**config.mk**
```make
export PLATFORM = sky130hd
export DESIGN_NAME = div_seq_ctrl_flat
export DESIGN_NICKNAME = d
export VERILOG_FILES = /design/src/rtl/div_pkg.sv /design/src/rtl/div_seq_ctrl_if.sv /design/src/rtl/div_sub_step.sv /design/src/rtl/div_seq_ctrl.sv /design/src/flat_wrapper.sv
export SDC_FILE = /design/constraint.sdc
export NUM_CORES = 1
export LEC_CHECK = 0
export ABC_AREA = 1
export CORE_ASPECT_RATIO = 0.6
export CORE_MARGIN = 5
export CORE_UTILIZATION = 52
export DETAILED_ROUTE_END_ITERATION = 16
export GPL_TIMING_DRIVEN = 0
export PLACE_DENSITY = 0.82
export SYNTH_ARGS = -nofsm -noshare
export SYNTH_HDL_FRONTEND = slang
export SYNTH_SLANG_ARGS = --single-unit
```
**constraint.sdc**
```tcl
create_clock -name clk -period 1.75 [get_ports clk]
set_input_delay 0.4375 -clock clk [delete_from_list [all_inputs] [get_ports clk]]
set_output_delay 0.4375 -clock clk [all_outputs]
set_load 0.05 [all_outputs]
```
**src/rtl/div_pkg.sv**
```systemverilog
// Shared definitions for the sequential restoring divider.
// Contents:
//   state_t   - divider FSM state (IDLE, CALC, DONE), 2-bit encoding
//   DIV_N     - default operand width
//   cnt_width - iteration counter width needed to hold the value n
//   CNT_W     - counter width for the default operand width
package div_pkg;

    typedef enum logic [1:0] {
        IDLE = 2'd0,
        CALC = 2'd1,
        DONE = 2'd2
    } state_t;

    localparam int DIV_N = 4;

    // The counter is loaded with n and counts down to 0, so it must hold n itself.
    function automatic int cnt_width(input int n);
        return $clog2(n + 1);
    endfunction

    localparam int CNT_W = cnt_width(DIV_N);

endpackage

```
**src/rtl/div_seq_ctrl_if.sv**
```systemverilog
// Request/response bundle between the ALU and the sequential divider.
// Signals:
//   start              - begin a division (master -> slave)
//   dividend, divisor  - N-bit unsigned operands, sampled with start (master -> slave)
//   busy               - operation in progress (slave -> master)
//   done               - one-cycle completion pulse (slave -> master)
//   quotient, remainder - N-bit results (slave -> master)
//   div_zero           - last operation had a zero divisor (slave -> master)
interface div_seq_ctrl_if #(
    parameter int N = 4
);

    logic         start;
    logic [N-1:0] dividend;
    logic [N-1:0] divisor;
    logic         busy;
    logic         done;
    logic [N-1:0] quotient;
    logic [N-1:0] remainder;
    logic         div_zero;

    modport master (
        output start, dividend, divisor,
        input  busy, done, quotient, remainder, div_zero
    );

    modport slave (
        input  start, dividend, divisor,
        output busy, done, quotient, remainder, div_zero
    );

endinterface

```
**src/rtl/div_sub_step.sv**
```systemverilog
// Combinational W-bit subtractor used for one restoring-division step.
// Ports:
//   a, b   - W-bit unsigned operands
//   diff   - a - b modulo 2^W
//   borrow - 1 when a < b
// a - b is formed as a + ~b + 1; the carry out is 1 exactly when no borrow occurs.
module div_sub_step #(
    parameter int W = 5
) (
    input  logic [W-1:0] a,
    input  logic [W-1:0] b,
    output logic [W-1:0] diff,
    output logic         borrow
);

    logic [W:0] sum_s;

    // Complement-and-add with carry-in of one, widened to keep the carry out.
    assign sum_s  = {1'b0, a} + {1'b0, ~b} + {{W{1'b0}}, 1'b1};
    assign diff   = sum_s[W-1:0];
    assign borrow = ~sum_s[W];

endmodule

```
**src/rtl/div_seq_ctrl.sv**
```systemverilog
// Sequential unsigned restoring divider: one shared subtract step reused for N
// iterations under a small FSM. Results appear N+1 cycles after an accepted
// start (1 cycle for a zero divisor) together with a one-cycle done pulse.
// Ports:
//   clk - rising-edge clock
//   rst - synchronous active-high reset, highest priority
//   bus - div_seq_ctrl_if slave: start/dividend/divisor in,
//         busy/done/quotient/remainder/div_zero out (all registered)
module div_seq_ctrl
    import div_pkg::*;
#(
    parameter int N = DIV_N
) (
    input  logic           clk,
    input  logic           rst,
    div_seq_ctrl_if.slave  bus
);

    localparam int CW = cnt_width(N);

    state_t        state_r;
    logic [N:0]    r_r;        // partial remainder
    logic [N-1:0]  q_r;        // dividend bits shifting out, quotient bits shifting in
    logic [N-1:0]  d_r;        // latched divisor
    logic [CW-1:0] cnt_r;
    logic          busy_r;
    logic          done_r;
    logic [N-1:0]  quot_r;
    logic [N-1:0]  rem_r;
    logic          dz_r;

    logic [N:0]    shift_s;
    logic [N:0]    dext_s;
    logic [N:0]    diff_s;
    logic          borrow_s;
    logic [N:0]    next_r_s;
    logic [N-1:0]  next_q_s;
    logic          unused_r_msb_s;

    // The stored remainder is always below the divisor, so its top bit is zero
    // between steps and only the low bits feed the next shift.
    assign unused_r_msb_s = r_r[N];

    assign shift_s = {r_r[N-1:0], q_r[N-1]};
    assign dext_s  = {1'b0, d_r};

    div_sub_step #(
        .W (N + 1)
    ) u_sub (
        .a      (shift_s),
        .b      (dext_s),
        .diff   (diff_s),
        .borrow (borrow_s)
    );

    // Restoring step: keep the trial difference only when it did not borrow.
    always_comb begin
        next_r_s = shift_s;
        if (borrow_s) begin
            next_r_s = shift_s;
        end else begin
            next_r_s = diff_s;
        end
        next_q_s = {q_r[N-2:0], ~borrow_s};
    end

    // FSM, datapath registers and registered outputs.
    always_ff @(posedge clk) begin
        if (rst) begin
            state_r <= IDLE;
            r_r     <= '0;
            q_r     <= '0;
            d_r     <= '0;
            cnt_r   <= '0;
            busy_r  <= 1'b0;
            done_r  <= 1'b0;
            quot_r  <= '0;
            rem_r   <= '0;
            dz_r    <= 1'b0;
        end else begin
            case (state_r)
                IDLE: begin
                    done_r <= 1'b0;
                    if (bus.start) begin
                        if (bus.divisor == '0) begin
                            quot_r  <= '1;
                            rem_r   <= bus.dividend;
                            dz_r    <= 1'b1;
                            busy_r  <= 1'b1;
                            done_r  <= 1'b1;
                            state_r <= DONE;
                        end else begin
                            d_r     <= bus.divisor;
                            r_r     <= '0;
                            q_r     <= bus.dividend;
                            cnt_r   <= CW'(N);
                            dz_r    <= 1'b0;
                            busy_r  <= 1'b1;
                            state_r <= CALC;
                        end
                    end else begin
                        busy_r <= 1'b0;
                    end
                end
                CALC: begin
                    r_r   <= next_r_s;
                    q_r   <= next_q_s;
                    cnt_r <= cnt_r - CW'(1);
                    // Last iteration: publish results straight from the step logic.
                    if (cnt_r == CW'(1)) begin
                        quot_r  <= next_q_s;
                        rem_r   <= next_r_s[N-1:0];
                        done_r  <= 1'b1;
                        state_r <= DONE;
                    end else begin
                        done_r  <= 1'b0;
                    end
                end
                DONE: begin
                    done_r  <= 1'b0;
                    busy_r  <= 1'b0;
                    state_r <= IDLE;
                end
                default: begin
                    done_r  <= 1'b0;
                    busy_r  <= 1'b0;
                    state_r <= IDLE;
                end
            endcase
        end
    end

    assign bus.busy      = busy_r;
    assign bus.done      = done_r;
    assign bus.quotient  = quot_r;
    assign bus.remainder = rem_r;
    assign bus.div_zero  = dz_r;

endmodule
```
**src/flat_wrapper.sv**
```systemverilog
// flat-port wrapper written by rule: the top's interface ports become plain ports
module div_seq_ctrl_flat import div_pkg::*;
#(
    parameter int N = DIV_N
)
  (clk, rst, bus_start, bus_dividend, bus_divisor, bus_busy, bus_done, bus_quotient, bus_remainder, bus_div_zero);
  div_seq_ctrl_if #(.N(N)) bus_i ();
  input  logic clk;
  input  logic rst;
  input wire logic [$bits(bus_i.start)-1:0] bus_start;
  input wire logic [$bits(bus_i.dividend)-1:0] bus_dividend;
  input wire logic [$bits(bus_i.divisor)-1:0] bus_divisor;
  output wire logic [$bits(bus_i.busy)-1:0] bus_busy;
  output wire logic [$bits(bus_i.done)-1:0] bus_done;
  output wire logic [$bits(bus_i.quotient)-1:0] bus_quotient;
  output wire logic [$bits(bus_i.remainder)-1:0] bus_remainder;
  output wire logic [$bits(bus_i.div_zero)-1:0] bus_div_zero;
  assign bus_i.start = bus_start;
  assign bus_i.dividend = bus_dividend;
  assign bus_i.divisor = bus_divisor;
  assign bus_busy = bus_i.busy;
  assign bus_done = bus_i.done;
  assign bus_quotient = bus_i.quotient;
  assign bus_remainder = bus_i.remainder;
  assign bus_div_zero = bus_i.div_zero;
  div_seq_ctrl #(.N(N)) u_core (.clk(clk), .rst(rst), .bus(bus_i));
endmodule
```
==> metrics.txt <==
post-synthesis sequential area ratio=0.3989; Area growth, synth to finish=22.08%; WS Path Type=primary input to register; final number of max-transition violations=0; die area=0.003876 sq mm; CORE AREA=about 0.0025 sq mm; Reg clk slew, reported paths=0.10 ns; number of diodes=0; total grt overflow=0; FMAX=613.2 MHz; vias in the first global route=1210; drt first pass iters=4; clk_skew=0.004473 ns; Crit Path Max Fanout=10; final setup violation count=0; synth warn=0; Worst path depth=7; Synth Area per Inst=about 7 sq um; Final nets=around 240; power density cells=996.1 mW/mm^2; fraction of layout instances using a drive strength above 1=0.08559; final hold vios=0; Die Span X=77.11 microns; leading area contributor after synthesis=dfxtp_1; postcts setup bufs=0; #FFs+latches synth=28; root buf cell=clkbuf_8; cell area after synthesis=0.001405 sq mm; Port Buf Inserts=20; Starting Density=0.5532; Max-Cap Viols=0; Critical Path Max Stage Delay=0.50 ns; I/O pin count=22; first-pass GRT wire length=around 5.3 mm; die height=50.27 microns; Top Family by Delay on Critical Path=buffers and inverters; gr usage total=0.1660; Cells after Synth=198; antenna-violating nets left=0; largest net degree at the start of global routing=17; detail-routed via count per cell=5.059; Finished Cell Area=roughly 0.0017 sq mm; minimum clock period=1.631 ns; top cell type's share of synthesized area=0.3989; Critical Path RT=1.93 ns; Worst Reg-to-Reg Cells=9; setup TNS=0 ns; nature of the critical path endpoint=register; placed cell areas=approximately 0.0016 sq mm; # DRC=0; number of clock sinks=28; max_slew headroom=0.6667; DP Worst Slack=-0.1574 ns; WHS Path Cells=2; fin worst setup slack=0.1192 ns; WHS=between 0.4 and 0.5 ns; total number of vias=approximately 1300; number of buffers and inverters on the critical path=3; number of DRC markers in iteration 0=111; CP cell instances=clkdlybuf4s50_1 > inv_1 > a21oi_2 > nand2_2 > buf_4 > o21ai_1 > a21oi_1; synth unique cells=26; Mapped Nets=216; run status=finished, final reports clean; Leak Pwr=0.9278 nW; RD Place Congestion=between 0.8 and 0.9; RSZ-0062 raised after global routing=false; DRT Wirelength=between 3 and 4 mm; CTS tree=built; CTS Buffer Depth=2; Crit path arrival time=1.81 ns; fin crit share=0.9319; CP max-delay cell=clkdlybuf4s50_1; Peak VDD IR=488.5 uV; drt wl/cell=around 12 microns; Site Rows=14; Tightest Pin Transition=0.5020 ns; synth top area cells=dfxtp_1 (40%), inv_1 (11%), nand2_1 (8.8%), ha_1 (5.3%), nand3_1 (5.3%); H-tree depth=1; Clock Latency Late Sink=0.28 ns; Hold Path Class=primary input to register; cts bufs inserted=3; dpl hpwl=~2.4 mm; crit start category=primary input; initial antenna violation count=0
==> stage by stage <==
step / total power [mW] / instances / util
after global placement: 1.191 / 250 / 0.6478
after floorplan: 1.071 / 198 / -
after global routing: 1.802 / 254 / 0.6754
after detailed placement: 1.200 / 250 / 0.6478
after CTS: 1.701 / 254 / 0.6704
final: 1.709 / 254 / 0.6754
==> path summary, 6_finish.rpt <==
path                   startpoint  slack [ns]         endpoint
setup / recovery        bus_start        0.12    u_core.q_r[2]
setup reg to reg    u_core.q_r[3]        0.16    u_core.r_r[2]
hold / removal                rst        0.44  u_core.cnt_r[2]
hold reg to reg   u_core.bus.busy        0.47  u_core.bus.busy
==> synthesized netlist by cell type (all sizes together) <==
cell    number
o211ai       3
dfxtp       28
inv         44
or2          2
nand3       16
clkbuf       2
ha           6
a21oi       14
nand2       34
o21ai       19
nor3         1
xor2         1
buf          3
nand4        5
nor2        19
fa           1
==> report_power, final <==
group / total [mW] / switching [mW] / internal (mW)
Sequential: 0.728 / 0.0314 / 0.697
Clock: 0.517 / 0.210 / 0.307
Combinational: 0.464 / 0.312 / 0.152
==> what timing repair did <==
action	in CTS	in global routing
resized for setup	11	2
hold buffers	0	0
pin swaps	0	0
endpoints found under the setup margin	11	5
==> layout make-up <==
class	count	area [sq um]
buffer	5	25.02
clock buffer	3	41.29
clock inverter	1	30.03
fill	225	824.5
inverter	44	165.2
multi-input combinational	121	666.9
sequential	28	560.5
tap	32	40.04
timing repair buffer	20	186.4
==> cells in the final DEF, fill, tap and decap left out, types with 2 or more instances in the layout <==
master | synthesis | routed
a21oi_1 | 13 | 13
buf_2 | 2 | 2
clkbuf_1 | 2 | 2
clkbuf_8 | 0 | 3
clkdlybuf4s50_1 | 0 | 9
dfxtp_1 | 28 | 28
dlygate4sd2_1 | 0 | 11
ha_1 | 6 | 6
inv_1 | 41 | 41
inv_2 | 3 | 3
nand2_1 | 33 | 33
nand3_1 | 15 | 14
nand4_1 | 5 | 5
nor2_1 | 16 | 16
nor2_2 | 2 | 2
o211ai_1 | 3 | 3
o21ai_0 | 13 | 13
o21ai_1 | 5 | 5
==> registers in the layout (all words and copies together) (netlist names) <==
| name | count |
|---|---|
| u_core.bus.done | 1 |
| u_core.cnt_r | 3 |
| u_core.q_r | 4 |
| u_core.r_r | 4 |
| u_core.bus.div_zero | 1 |
| u_core.bus.remainder | 4 |
| u_core.state_r | 2 |
| u_core.bus.busy | 1 |
| u_core.bus.quotient | 4 |
| u_core.d_r | 4 |
==> cells by family after synthesis <==
logic type / share of synthesized area
AO/OA/AOI/OAI: 0.1443
flip-flops: 0.3989
buffers and inverters: 0.1354
adder cells (fa/ha/maj): 0.06768
AND/OR/NAND/NOR: 0.2476
XOR/XNOR: 0.006234
==> routing by layer <==
layer	vias to the layer above	routed length, microns	global-route usage
met5	-	0	0
met4	0	17	0.02571
met3	5	196	0.04643
met2	35	1315	0.2620
met1	578	1602	0.2322
li1	667	-	-
No activity file was read; power rests on OpenSTA's default activity.
